**src/rtl/wb_pkg.sv**
```systemverilog
// Shared definitions for the writeback stage.
//   wb_state_e : writeback FSM states
//   DST_*      : encodings of the in_reg_dst destination selector
//   RA_ADDR    : link register ($ra) used by jal
package wb_pkg;

  typedef enum logic [1:0] {
    IDLE      = 2'd0,
    WRITE     = 2'd1,
    WAIT_LOAD = 2'd2,
    DRAIN     = 2'd3
  } wb_state_e;

  localparam logic [1:0] DST_RA   = 2'b00;
  localparam logic [1:0] DST_RT   = 2'b01;
  localparam logic [1:0] DST_RD   = 2'b10;
  localparam logic [1:0] DST_NONE = 2'b11;

  localparam logic [4:0] RA_ADDR = 5'd31;

endpackage

```
**src/rtl/wb_writer_if.sv**
```systemverilog
// MEM -> WB instruction handshake bundle.
//   master : MEM stage (drives in_valid and the instruction fields)
//   slave  : wb_writer (drives in_ready)
// Handshake: an instruction transfers on a rising clock edge where
// in_valid and in_ready are both 1. in_valid does not depend on in_ready;
// in_ready depends only on the writeback state, never on in_valid. The
// writeback stage additionally refuses the transfer while its flush input
// is high.
interface wb_writer_if #(
  parameter int DW = 32
);
  logic          in_valid;
  logic          in_ready;
  logic          in_reg_write;
  logic [1:0]    in_reg_dst;
  logic [4:0]    in_rt;
  logic [4:0]    in_rd;
  logic          in_mem_to_reg;
  logic          in_wr_reg_data;
  logic [DW-1:0] in_alu_result;
  logic [DW-1:0] in_pc_word;

  modport master (
    output in_valid, in_reg_write, in_reg_dst, in_rt, in_rd,
           in_mem_to_reg, in_wr_reg_data, in_alu_result, in_pc_word,
    input  in_ready
  );

  modport slave (
    input  in_valid, in_reg_write, in_reg_dst, in_rt, in_rd,
           in_mem_to_reg, in_wr_reg_data, in_alu_result, in_pc_word,
    output in_ready
  );
endinterface

```
**src/rtl/wb_dst_sel.sv**
```systemverilog
// Combinational destination / data select for the writeback stage.
// Ports:
//   reg_write_i, reg_dst_i, rt_i, rd_i : destination controls
//   wr_reg_data_i                      : 1 = ALU result, 0 = jal link value
//   alu_result_i, pc_word_i            : data sources
//   we_o                               : write qualifies (reg_write and dst != $0)
//   waddr_o, wdata_o                   : address/data, forced to 0 when we_o = 0
// Load data is not selected here; the FSM substitutes mem_rdata when it arrives.
module wb_dst_sel
  import wb_pkg::*;
#(
  parameter int DW          = 32,
  parameter int LINK_OFFSET = 3
) (
  input  logic          reg_write_i,
  input  logic [1:0]    reg_dst_i,
  input  logic [4:0]    rt_i,
  input  logic [4:0]    rd_i,
  input  logic          wr_reg_data_i,
  input  logic [DW-1:0] alu_result_i,
  input  logic [DW-1:0] pc_word_i,
  output logic          we_o,
  output logic [4:0]    waddr_o,
  output logic [DW-1:0] wdata_o
);

  logic [4:0]    dst;
  logic [DW-1:0] link;
  logic [DW-1:0] src;

  always_comb begin
    dst = '0;
    case (reg_dst_i)
      DST_RA:  dst = RA_ADDR;
      DST_RT:  dst = rt_i;
      DST_RD:  dst = rd_i;
      default: dst = '0;
    endcase
  end

  // pc_word is a word index; convert back to a byte address after correcting.
  assign link = (pc_word_i - DW'(LINK_OFFSET)) << 2;
  assign src  = wr_reg_data_i ? alu_result_i : link;

  assign we_o    = reg_write_i && (dst != '0);
  assign waddr_o = we_o ? dst : '0;
  assign wdata_o = we_o ? src : '0;

endmodule

```
**src/rtl/wb_writer.sv**
```systemverilog
// Writeback stage: producer side of the register-file write port.
// Build option: define WB_FWD_EN to drive fwd_* / load_pending; otherwise
// those outputs are tied to 0.
// Ports:
//   clk, rst_n          : clock, asynchronous active-low reset
//   in_if (slave)       : MEM/WB instruction handshake
//   flush               : squash an in-flight load and any same-cycle accept
//   mem_rvalid/rdata    : returned load data (one-cycle pulse)
//   rf_we/waddr/wdata   : registered single-cycle register-file write
//   err_rvalid          : sticky, mem_rvalid seen when no load was waiting
//   fwd_*, load_pending : forwarding / hazard information
//   dbg_state_o         : current FSM state
module wb_writer
  import wb_pkg::*;
#(
  parameter int LINK_OFFSET = 3,
  parameter int DW          = 32
) (
  input  logic          clk,
  input  logic          rst_n,
  wb_writer_if.slave    in_if,
  input  logic          flush,
  input  logic          mem_rvalid,
  input  logic [DW-1:0] mem_rdata,
  output logic          rf_we,
  output logic [4:0]    rf_waddr,
  output logic [DW-1:0] rf_wdata,
  output logic          err_rvalid,
  output logic          fwd_valid,
  output logic [4:0]    fwd_addr,
  output logic [DW-1:0] fwd_data,
  output logic          load_pending,
  output wb_state_e     dbg_state_o
);

  wb_state_e     state_q;
  logic          we_q;
  logic [4:0]    waddr_q;
  logic [DW-1:0] wdata_q;
  logic          err_q;
  logic          pend_we_q;
  logic [4:0]    pend_addr_q;

  logic          sel_we;
  logic [4:0]    sel_addr;
  logic [DW-1:0] sel_data;
  logic          accept;

  wb_dst_sel #(.DW(DW), .LINK_OFFSET(LINK_OFFSET)) u_dst_sel (
    .reg_write_i   (in_if.in_reg_write),
    .reg_dst_i     (in_if.in_reg_dst),
    .rt_i          (in_if.in_rt),
    .rd_i          (in_if.in_rd),
    .wr_reg_data_i (in_if.in_wr_reg_data),
    .alu_result_i  (in_if.in_alu_result),
    .pc_word_i     (in_if.in_pc_word),
    .we_o          (sel_we),
    .waddr_o       (sel_addr),
    .wdata_o       (sel_data)
  );

  assign in_if.in_ready = (state_q == IDLE) || (state_q == WRITE);
  assign accept         = in_if.in_valid && in_if.in_ready && !flush;

  // The write port defaults to idle every cycle so each write is one pulse.
  always_ff @(posedge clk or negedge rst_n) begin
    if (!rst_n) begin
      state_q     <= IDLE;
      we_q        <= 1'b0;
      waddr_q     <= '0;
      wdata_q     <= '0;
      err_q       <= 1'b0;
      pend_we_q   <= 1'b0;
      pend_addr_q <= '0;
    end else begin
      we_q    <= 1'b0;
      waddr_q <= '0;
      wdata_q <= '0;
      case (state_q)
        IDLE, WRITE: begin
          // No load is outstanding here, so any returned data is unexpected.
          if (mem_rvalid) err_q <= 1'b1;
          if (accept) begin
            if (in_if.in_mem_to_reg) begin
              state_q     <= WAIT_LOAD;
              pend_we_q   <= sel_we;
              pend_addr_q <= sel_addr;
            end else begin
              state_q <= WRITE;
              we_q    <= sel_we;
              waddr_q <= sel_addr;
              wdata_q <= sel_data;
            end
          end else begin
            state_q <= IDLE;
          end
        end
        WAIT_LOAD: begin
          if (mem_rvalid) begin
            if (flush) begin
              state_q <= IDLE;
            end else begin
              state_q <= WRITE;
              we_q    <= pend_we_q;
              waddr_q <= pend_addr_q;
              wdata_q <= pend_we_q ? mem_rdata : '0;
            end
          end else if (flush) begin
            // The load is squashed but memory will still answer; swallow it.
            state_q <= DRAIN;
          end
        end
        DRAIN: begin
          if (mem_rvalid) state_q <= IDLE;
        end
        default: state_q <= IDLE;
      endcase
    end
  end

  assign rf_we       = we_q;
  assign rf_waddr    = waddr_q;
  assign rf_wdata    = wdata_q;
  assign err_rvalid  = err_q;
  assign dbg_state_o = state_q;

`ifdef WB_FWD_EN
  assign load_pending = (state_q == WAIT_LOAD) && pend_we_q;
  assign fwd_valid    = we_q;
  assign fwd_addr     = load_pending ? pend_addr_q : waddr_q;
  assign fwd_data     = wdata_q;
`else
  assign load_pending = 1'b0;
  assign fwd_valid    = 1'b0;
  assign fwd_addr     = '0;
  assign fwd_data     = '0;
`endif

endmodule

```
**src/flat_wrapper.sv**
```systemverilog
// flat-port wrapper written by rule: the top's interface ports become plain ports
module wb_writer_flat import wb_pkg::*;
#(
  parameter int LINK_OFFSET = 3,
  parameter int DW          = 32
)
  (clk, rst_n, flush, mem_rvalid, mem_rdata, rf_we, rf_waddr, rf_wdata, err_rvalid, fwd_valid, fwd_addr, fwd_data, load_pending, dbg_state_o, in_if_in_valid, in_if_in_reg_write, in_if_in_reg_dst, in_if_in_rt, in_if_in_rd, in_if_in_mem_to_reg, in_if_in_wr_reg_data, in_if_in_alu_result, in_if_in_pc_word, in_if_in_ready);
  wb_writer_if #(.DW(DW)) in_if_i ();
  input  logic clk;
  input  logic rst_n;
  input  logic flush;
  input  logic mem_rvalid;
  input  logic [DW-1:0] mem_rdata;
  output logic rf_we;
  output logic [4:0] rf_waddr;
  output logic [DW-1:0] rf_wdata;
  output logic err_rvalid;
  output logic fwd_valid;
  output logic [4:0] fwd_addr;
  output logic [DW-1:0] fwd_data;
  output logic load_pending;
  output wb_state_e dbg_state_o;
  input wire logic [$bits(in_if_i.in_valid)-1:0] in_if_in_valid;
  input wire logic [$bits(in_if_i.in_reg_write)-1:0] in_if_in_reg_write;
  input wire logic [$bits(in_if_i.in_reg_dst)-1:0] in_if_in_reg_dst;
  input wire logic [$bits(in_if_i.in_rt)-1:0] in_if_in_rt;
  input wire logic [$bits(in_if_i.in_rd)-1:0] in_if_in_rd;
  input wire logic [$bits(in_if_i.in_mem_to_reg)-1:0] in_if_in_mem_to_reg;
  input wire logic [$bits(in_if_i.in_wr_reg_data)-1:0] in_if_in_wr_reg_data;
  input wire logic [$bits(in_if_i.in_alu_result)-1:0] in_if_in_alu_result;
  input wire logic [$bits(in_if_i.in_pc_word)-1:0] in_if_in_pc_word;
  output wire logic [$bits(in_if_i.in_ready)-1:0] in_if_in_ready;
  assign in_if_i.in_valid = in_if_in_valid;
  assign in_if_i.in_reg_write = in_if_in_reg_write;
  assign in_if_i.in_reg_dst = in_if_in_reg_dst;
  assign in_if_i.in_rt = in_if_in_rt;
  assign in_if_i.in_rd = in_if_in_rd;
  assign in_if_i.in_mem_to_reg = in_if_in_mem_to_reg;
  assign in_if_i.in_wr_reg_data = in_if_in_wr_reg_data;
  assign in_if_i.in_alu_result = in_if_in_alu_result;
  assign in_if_i.in_pc_word = in_if_in_pc_word;
  assign in_if_in_ready = in_if_i.in_ready;
  wb_writer #(.LINK_OFFSET(LINK_OFFSET), .DW(DW)) u_core (.clk(clk), .rst_n(rst_n), .in_if(in_if_i), .flush(flush), .mem_rvalid(mem_rvalid), .mem_rdata(mem_rdata), .rf_we(rf_we), .rf_waddr(rf_waddr), .rf_wdata(rf_wdata), .err_rvalid(err_rvalid), .fwd_valid(fwd_valid), .fwd_addr(fwd_addr), .fwd_data(fwd_data), .load_pending(load_pending), .dbg_state_o(dbg_state_o));
endmodule
```
**config.mk**
```make
export PLATFORM = sky130hd
export DESIGN_NAME = wb_writer_flat
export DESIGN_NICKNAME = d
export VERILOG_FILES = /design/src/rtl/wb_pkg.sv /design/src/rtl/wb_writer_if.sv /design/src/rtl/wb_dst_sel.sv /design/src/rtl/wb_writer.sv /design/src/flat_wrapper.sv
export SDC_FILE = /design/constraint.sdc
export NUM_CORES = 1
export LEC_CHECK = 0
export ABC_AREA = 1
export ABC_CLOCK_PERIOD_IN_PS = 2200
export CAP_MARGIN = 5
export CORE_MARGIN = 10
export CORE_UTILIZATION = 42
export DETAILED_ROUTE_END_ITERATION = 10
export PLACE_DENSITY_LB_ADDON = 0.25
export SYNTH_ARGS = -nofsm -noshare
export SYNTH_HDL_FRONTEND = slang
export SYNTH_SLANG_ARGS = --single-unit
```
**constraint.sdc**
```tcl
create_clock -name clk -period 2.2 [get_ports clk]
set_clock_uncertainty 0.2 [all_clocks]
set_input_delay 0.66 -clock clk [delete_from_list [all_inputs] [get_ports clk]]
set_output_delay 0.66 -clock clk [all_outputs]
set_load 0.02 [all_outputs]
```
# Word level (Yosys, flattened, before mapping)
# Index checks and enable logic that the tools add are counted.
# Widths: inputs -> output; s select.
# totals
output_inout_bits	81
inputBits	116
reg_bits	47
word_cells	54
# op_classes
n_eq_ne	7
mux	27
n_reduce_logical	12
n_addsub	1
# op_table
cell	n
$mux 32	7
$pmux 32 s2	1
$sub 30x2->30 const B	1
$mux 5	5
$pmux 5 s3	1
$mux 2	5
$pmux 5 s2	1
$eq 2x2->1 const B	3
$pmux 2 s3	1
$mux 1	5
$reduce_bool 5->1	1
$eq 2x1->1 const B	2
$logic_not 2->1	2
$reduce_and 2->1	2
$logic_and 1x1->1	3
$ne 3x3->1 const B	1
$reduce_and 3->1	1
$ne 2x2->1 const B	1
$pmux 1 s2	1
$reduce_or 2->1	1
$logic_not 1->1	1
$logic_or 1x1->1	1

# Longest topological paths before layout
# Gate-level depths: netlist of run 1.
# logic_depth
ltp_word	8
ltp_mapped	12
ltp_nobuf	11

# Modules after synthesis
# A second synthesis of run 1 with hierarchy kept.
# unflattened
hier_cells	585
hier_area_um2	3608.5
# by_module_without_submodules
mod	seq_area_each_um2	area_per_inst_um2	cells_per_inst	n_inst
wb_writer	1176.1	2144.6	247	1
wb_dst_sel	0.0	1463.9	338	1

# Least setup slack after synthesis of run 1
# Ideal clock, no wire load.
# synth_timing
path_type	input -> register
startpoint	input port in_if_in_pc_word[0]
endpoint	register u_core.wdata_q[30] (netlist: u_core.rf_wdata[30])
t_arrival_ps	1678
setup_time_ps	117
n_path_buf	0
required_ps	1883
setup_slack_ps	206
stages	9
path_cell_list	ha_1 > nor2_2 > nand3_1 > nor2_2 > nand3_1 > nand2_1 > nand3_1 > nand2_1 > nand2_1
# synth_between
elab_chain_len	6
# synth_rtl
item	line_no	text
start, declared	flat_wrapper.sv:31	input wire logic [$bits(in_if_i.in_pc_word)-1:0] in_if_in_pc_word;
$sub 30x2->30	wb_dst_sel.sv:42	assign link = (pc_word_i - DW'(LINK_OFFSET)) << 2;
$mux 32	wb_dst_sel.sv:43	assign src = wr_reg_data_i ? alu_result_i : link;
$mux 32	wb_dst_sel.sv:47	assign wdata_o = we_o ? src : '0;
$mux 32	wb_writer.sv:84	if (in_if.in_mem_to_reg) begin
$mux 32	wb_writer.sv:83	if (accept) begin
$pmux 32 s2	wb_writer.sv:79	case (state_q)
end signal, assigned	wb_writer.sv:92	wdata_q <= sel_data;
end signal, assigned	wb_writer.sv:106	wdata_q <= pend_we_q ? mem_rdata : '0;
end, declared	wb_writer.sv:39	logic [DW-1:0] wdata_q;
# No other way between the ends.
# A chain may end at the register's enable or synchronous reset.

# Final worst setup path of run 1
# layout_timing
startpoint	register u_core.err_q (netlist: u_core.err_rvalid)
endpoint	output port err_rvalid
# layout_lines
item	line_no	text
start, declared	wb_writer.sv:40	logic err_q;
start signal, assigned	wb_writer.sv:72	err_q <= 1'b0;
start signal, assigned	wb_writer.sv:82	if (mem_rvalid) err_q <= 1'b1;
end, declared	flat_wrapper.sv:17	output logic err_rvalid;
# No word-level cell between the ends.

==> impl_metrics.prom, run 1 <==
# TYPE chip_impl_metric gauge
chip_impl_info{name="run_status",value="finished, final reports clean"} 1
chip_impl_metric{name="antenna_diode_instance_count",unit=""} 0
chip_impl_metric{name="area_share_of_the_largest_cell_type_after_synthesis",unit=""} 0.3494
chip_impl_info{name="worst_hold_check_path_type",value="primary input to async pin"} 1
chip_impl_info{name="crit_path_capture_type",value="output port"} 1
chip_impl_metric{name="effective_utilization_at_floorplan",unit=""} 0.4333
chip_impl_metric{name="place.gp.congestion",unit=""} 0.9085
chip_impl_metric{name="vdd_ir_drop_max",unit="mV"} 0.2794
chip_impl_info{name="critical_path_class",value="register to output port"} 1
chip_impl_metric{name="timing.final.crit_share",unit=""} 0.9726
chip_impl_info{name="cts_tree",value="done"} 1
chip_impl_metric{name="synthDistinctLibCells",unit=""} 31
chip_impl_metric{name="synth_sequential_area_ratio",unit=""} 0.3494
chip_impl_metric{name="critical_path_buf_inv_count",unit=""} 1
chip_impl_metric{name="setup-violations-final",unit=""} 0
chip_impl_metric{name="synth_cells",unit=""} 525
chip_impl_metric{name="critical_path_required",unit="ns"} 1.34
chip_impl_metric{name="globalRouteTotalUtil",unit=""} 0.2001
chip_impl_metric{name="hold_violations",unit=""} 0
chip_impl_metric{name="dieWidth",unit="µm"} 109.5
chip_impl_info{name="slowest_stage",value="clkdlybuf4s50_1"} 1
chip_impl_metric{name="stdcell_area",unit="µm²"} 5801
chip_impl_metric{name="grt-ovfl-total",unit=""} 0
chip_impl_metric{name="final_max_slew_viol_count",unit=""} 0
chip_impl_info{name="crit_path_cells",value="clkdlybuf4s50_1"} 1
chip_impl_metric{name="largest_net_degree_at_the_start_of_global_routing",unit=""} 35
chip_impl_metric{name="netSwitchingFraction",unit=""} 0.2869
chip_impl_info{name="cell_chosen_for_the_clock_root",value="clkbuf_8"} 1
chip_impl_metric{name="worst_setup_hold_path_clk_slew",unit="ns"} 0.10
chip_impl_info{name="most_used_cells_in_the_layout_excluding_fill_and_tap_cells",value="nand2_1 (178), clkdlybuf4s50_1 (143), nor2_1 (80)"} 1
chip_impl_metric{name="worst_path_largest_cell_delay",unit="ns"} 0.61
chip_impl_metric{name="cts-buffers-inserted",unit=""} 5
chip_impl_metric{name="pin_count",unit=""} 197
chip_impl_metric{name="synth_area",unit="µm²"} 3366
chip_impl_metric{name="die-area",unit="µm²"} 11990
chip_impl_metric{name="critPathArrivalTime",unit="ns"} 1.28
chip_impl_metric{name="critPathMaxFanout",unit=""} 2
chip_impl_metric{name="vias_per_cell",unit=""} 4.702
chip_impl_metric{name="dr.first_iter.drc_count",unit=""} 154
chip_impl_info{name="mostFrequentLayoutCell",value="nand2_1"} 1
chip_impl_metric{name="firstDrtPassIters",unit=""} 5
chip_impl_metric{name="power.internal",unit="mW"} 1.723
chip_impl_metric{name="wl_per_cell",unit="µm"} 14.89
chip_impl_metric{name="netSwitchingPower",unit="mW"} 0.6931
chip_impl_metric{name="power.share.combinational",unit=""} 0.300
chip_impl_metric{name="power-per-cell-area",unit="nW/µm²"} 416.5
chip_impl_metric{name="grt_pass1_wl",unit="µm"} 19390
chip_impl_metric{name="synth-seq-cells",unit=""} 47
chip_impl_metric{name="antenna_found_initial",unit=""} 0
chip_impl_metric{name="detail_route.wirelength",unit="µm"} 12790
chip_impl_metric{name="final_util",unit=""} 0.7468
chip_impl_metric{name="finalPower",unit="mW"} 2.416
chip_impl_metric{name="area.growth.synth_to_final",unit="%"} 72.34
chip_impl_metric{name="antenna_violating_nets_post_route",unit=""} 0
chip_impl_metric{name="post-route-min-period",unit="ns"} 2.140
chip_impl_metric{name="proportion_of_layout_cells_with_a_drive_suffix_above_1",unit=""} 0.1863
chip_impl_metric{name="clock_insertion_delay_worst_skew",unit="ns"} 0.30
chip_impl_info{name="timing.critical_path.from_type",value="register"} 1
chip_impl_metric{name="die_h",unit="µm"} 109.5
chip_impl_metric{name="drcViolationCount",unit=""} 0
chip_impl_metric{name="power.clock.fraction",unit=""} 0.318
chip_impl_metric{name="fp.coreArea",unit="µm²"} 7767
chip_impl_metric{name="achievable-frequency",unit="MHz"} 467.4
chip_impl_metric{name="placementRows",unit=""} 32
chip_impl_metric{name="cts.sink_count",unit=""} 47
chip_impl_info{name="critPathTopFamily",value="buffers and inverters"} 1
chip_impl_metric{name="yosys_warnings",unit=""} 0
chip_impl_metric{name="vias_in_the_first_global_route",unit=""} 4104
chip_impl_metric{name="h-tree-depth",unit=""} 2
chip_impl_info{name="yosysTopAreaCell",value="dfrtp_1"} 1
chip_impl_metric{name="placement.io_buffers",unit=""} 155
chip_impl_metric{name="cell_area_after_placement",unit="µm²"} 5454
chip_impl_metric{name="post-dp-hpwl",unit="µm"} 10470
chip_impl_metric{name="average_size_of_a_mapped_cell",unit="µm²"} 6.411
chip_impl_metric{name="p_leak",unit="nW"} 2.845
chip_impl_metric{name="seq_power_share",unit=""} 0.382
chip_impl_metric{name="clockBufferDepth",unit=""} 2
chip_impl_metric{name="timing.max_cap.violations",unit=""} 0
chip_impl_metric{name="dr_total_vias",unit=""} 4039
chip_impl_metric{name="finish.net_count",unit=""} 873
chip_impl_info{name="synth_top_cells_by_area",value="dfrtp_1 (35%), nand2_1 (20%), nor2_1 (10%)"} 1
-- registers in the layout, summed over array words and instances, names as in the netlist --
| name | count |
|---|---|
| u_core.pend_addr_q | 5 |
| u_core.dbg_state_o | 2 |
| u_core.rf_we | 1 |
| u_core.pend_we_q | 1 |
| u_core.rf_waddr | 5 |
| u_core.err_rvalid | 1 |
| u_core.rf_wdata | 32 |
-- through the flow --
stage | setup slack [ns] | TNS (ns) | std cells | hold slack [ns]
3_5_place_dp | -0.4263 | -10.93 | 844 | 0.2802
4_1_cts | 0.009965 | 0 | 852 | 0.05614
2_1_floorplan | 0.2058 | 0 | 563 | 0.1644
3_3_place_gp | -0.3937 | -9.326 | 844 | 0.2635
5_1_grt | -0.03964 | -0.1169 | 859 | 0.07286
6_report | 0.06036 | 0 | 859 | 0.05255
-- routing by layer --
layer  vias up  GRT usage  share of wire
met3        12    0.04213          0.066
met1      1835     0.2355           0.41
met2       157     0.3620           0.51
met4         0    0.04833          0.012
li1       2035          -              -
met5         -          0              0
-- power groups by stage --
stage / clock [mW] / combinational, mW / sequential [mW]
finish: 0.769 / 0.724 / 0.923
global placement: 0 / 0.679 / 0.937
floorplan: 0 / 0.296 / 0.965
detailed placement: 0 / 0.691 / 0.939
CTS: 0.783 / 0.692 / 0.922
global route: 0.814 / 0.789 / 0.926
-- worst paths after layout --
kind,from,endpoint,slack (ns),cells past startpoint
setup / recovery,u_core.err_rvalid$_DFFE_PN0P_,err_rvalid,0.06,1
hold / removal,rst_n,u_core.rf_wdata[9]$_DFF_PN0_,0.05,1
setup reg to reg,u_core.dbg_state_o[1]$_DFFE_PN0P_,u_core.rf_wdata[12]$_DFF_PN0_,0.54,8
hold reg to reg,u_core.err_rvalid$_DFFE_PN0P_,u_core.err_rvalid$_DFFE_PN0P_,0.30,1
max in group asynchronous,rst_n,u_core.rf_wdata[18]$_DFF_PN0_,1.24,2
min in group clk,u_core.err_rvalid$_DFFE_PN0P_,u_core.err_rvalid$_DFFE_PN0P_,0.30,1
-- repair_timing --
| item | CTS | global route |
|---|---|---|
| gates cloned | 0 | 2 |
| pin swaps | 1 | 14 |
| buffers inserted | 0 | 5 |
| endpoints found under the setup margin | 19 | 21 |
| hold buffers | 0 | 0 |
| hold endpoints to repair | 0 | 0 |
| resized for setup | 9 | 40 |
-- worst reg2reg max path, stage by stage (launching register included) --
cell	delay [ns]
dfrtp_1	0.43
inv_2	0.11
nand2_1	0.10
nor2_4	0.18
nand3_4	0.19
clkbuf_16	0.21
nor2_1	0.08
nand2_1	0.06
nand2_1	0.05
-- area by class of cell --
cell class,count,area [µm²]
inverters,35,131.4
clock inverters,2,60.06
flip-flops and latches,47,1176
multi-input cells,430,1974
clock buffers,6,72.57
fillers,638,1967
repair buffers,237,2258
well taps,102,127.6
-- cell usage after synthesis --
cell type,number
buf_6,2
nor2_4,1
and2_1,1
buf_4,39
nor3_1,2
clkbuf_1,7
o21bai_1,2
nand2_1,182
nor2_2,9
nand3b_1,1
or2_0,1
nand2_2,1
conb_1,1
o21ai_0,17
inv_1,25
o211ai_1,2
inv_2,10
a31o_2,1
or2_2,4
a21oi_1,4
a31oi_1,3
nor2_1,92
dfrtp_1,47
nand4_1,9
or2_1,3
o21ai_1,19
ha_1,1
nand3_4,1
a21boi_1,1
nand3_1,33
buf_2,4
-- cells by family (layout without fill, tap and decap cells) --
family                   count (synthesis)  after routing  synth area share
AO/OA/AOI/OAI                           49             49           0.07881
buffers and inverters                   87            280            0.1465
AND/OR/NAND/NOR                        340            341            0.4204
other                                    1             39          0.001114
adder cells (fa/ha/maj)                  1              1          0.003717
flip-flops                              47             47            0.3494
Note: power is estimated with default switching activity, not from simulation.
==> run 2, diff against run 1 <==
--- a/config.mk
+++ b/config.mk
@@ -10,6 +10,7 @@
 export CAP_MARGIN = 5
 export CORE_MARGIN = 10
 export CORE_UTILIZATION = 42
+export CTS_CLUSTER_DIAMETER = 60
 export DETAILED_ROUTE_END_ITERATION = 10
 export PLACE_DENSITY_LB_ADDON = 0.25
 export SYNTH_ARGS = -nofsm -noshare
==> results of run 2 <==
No change in the layout: final DEF, timing and power equal those of run 1.
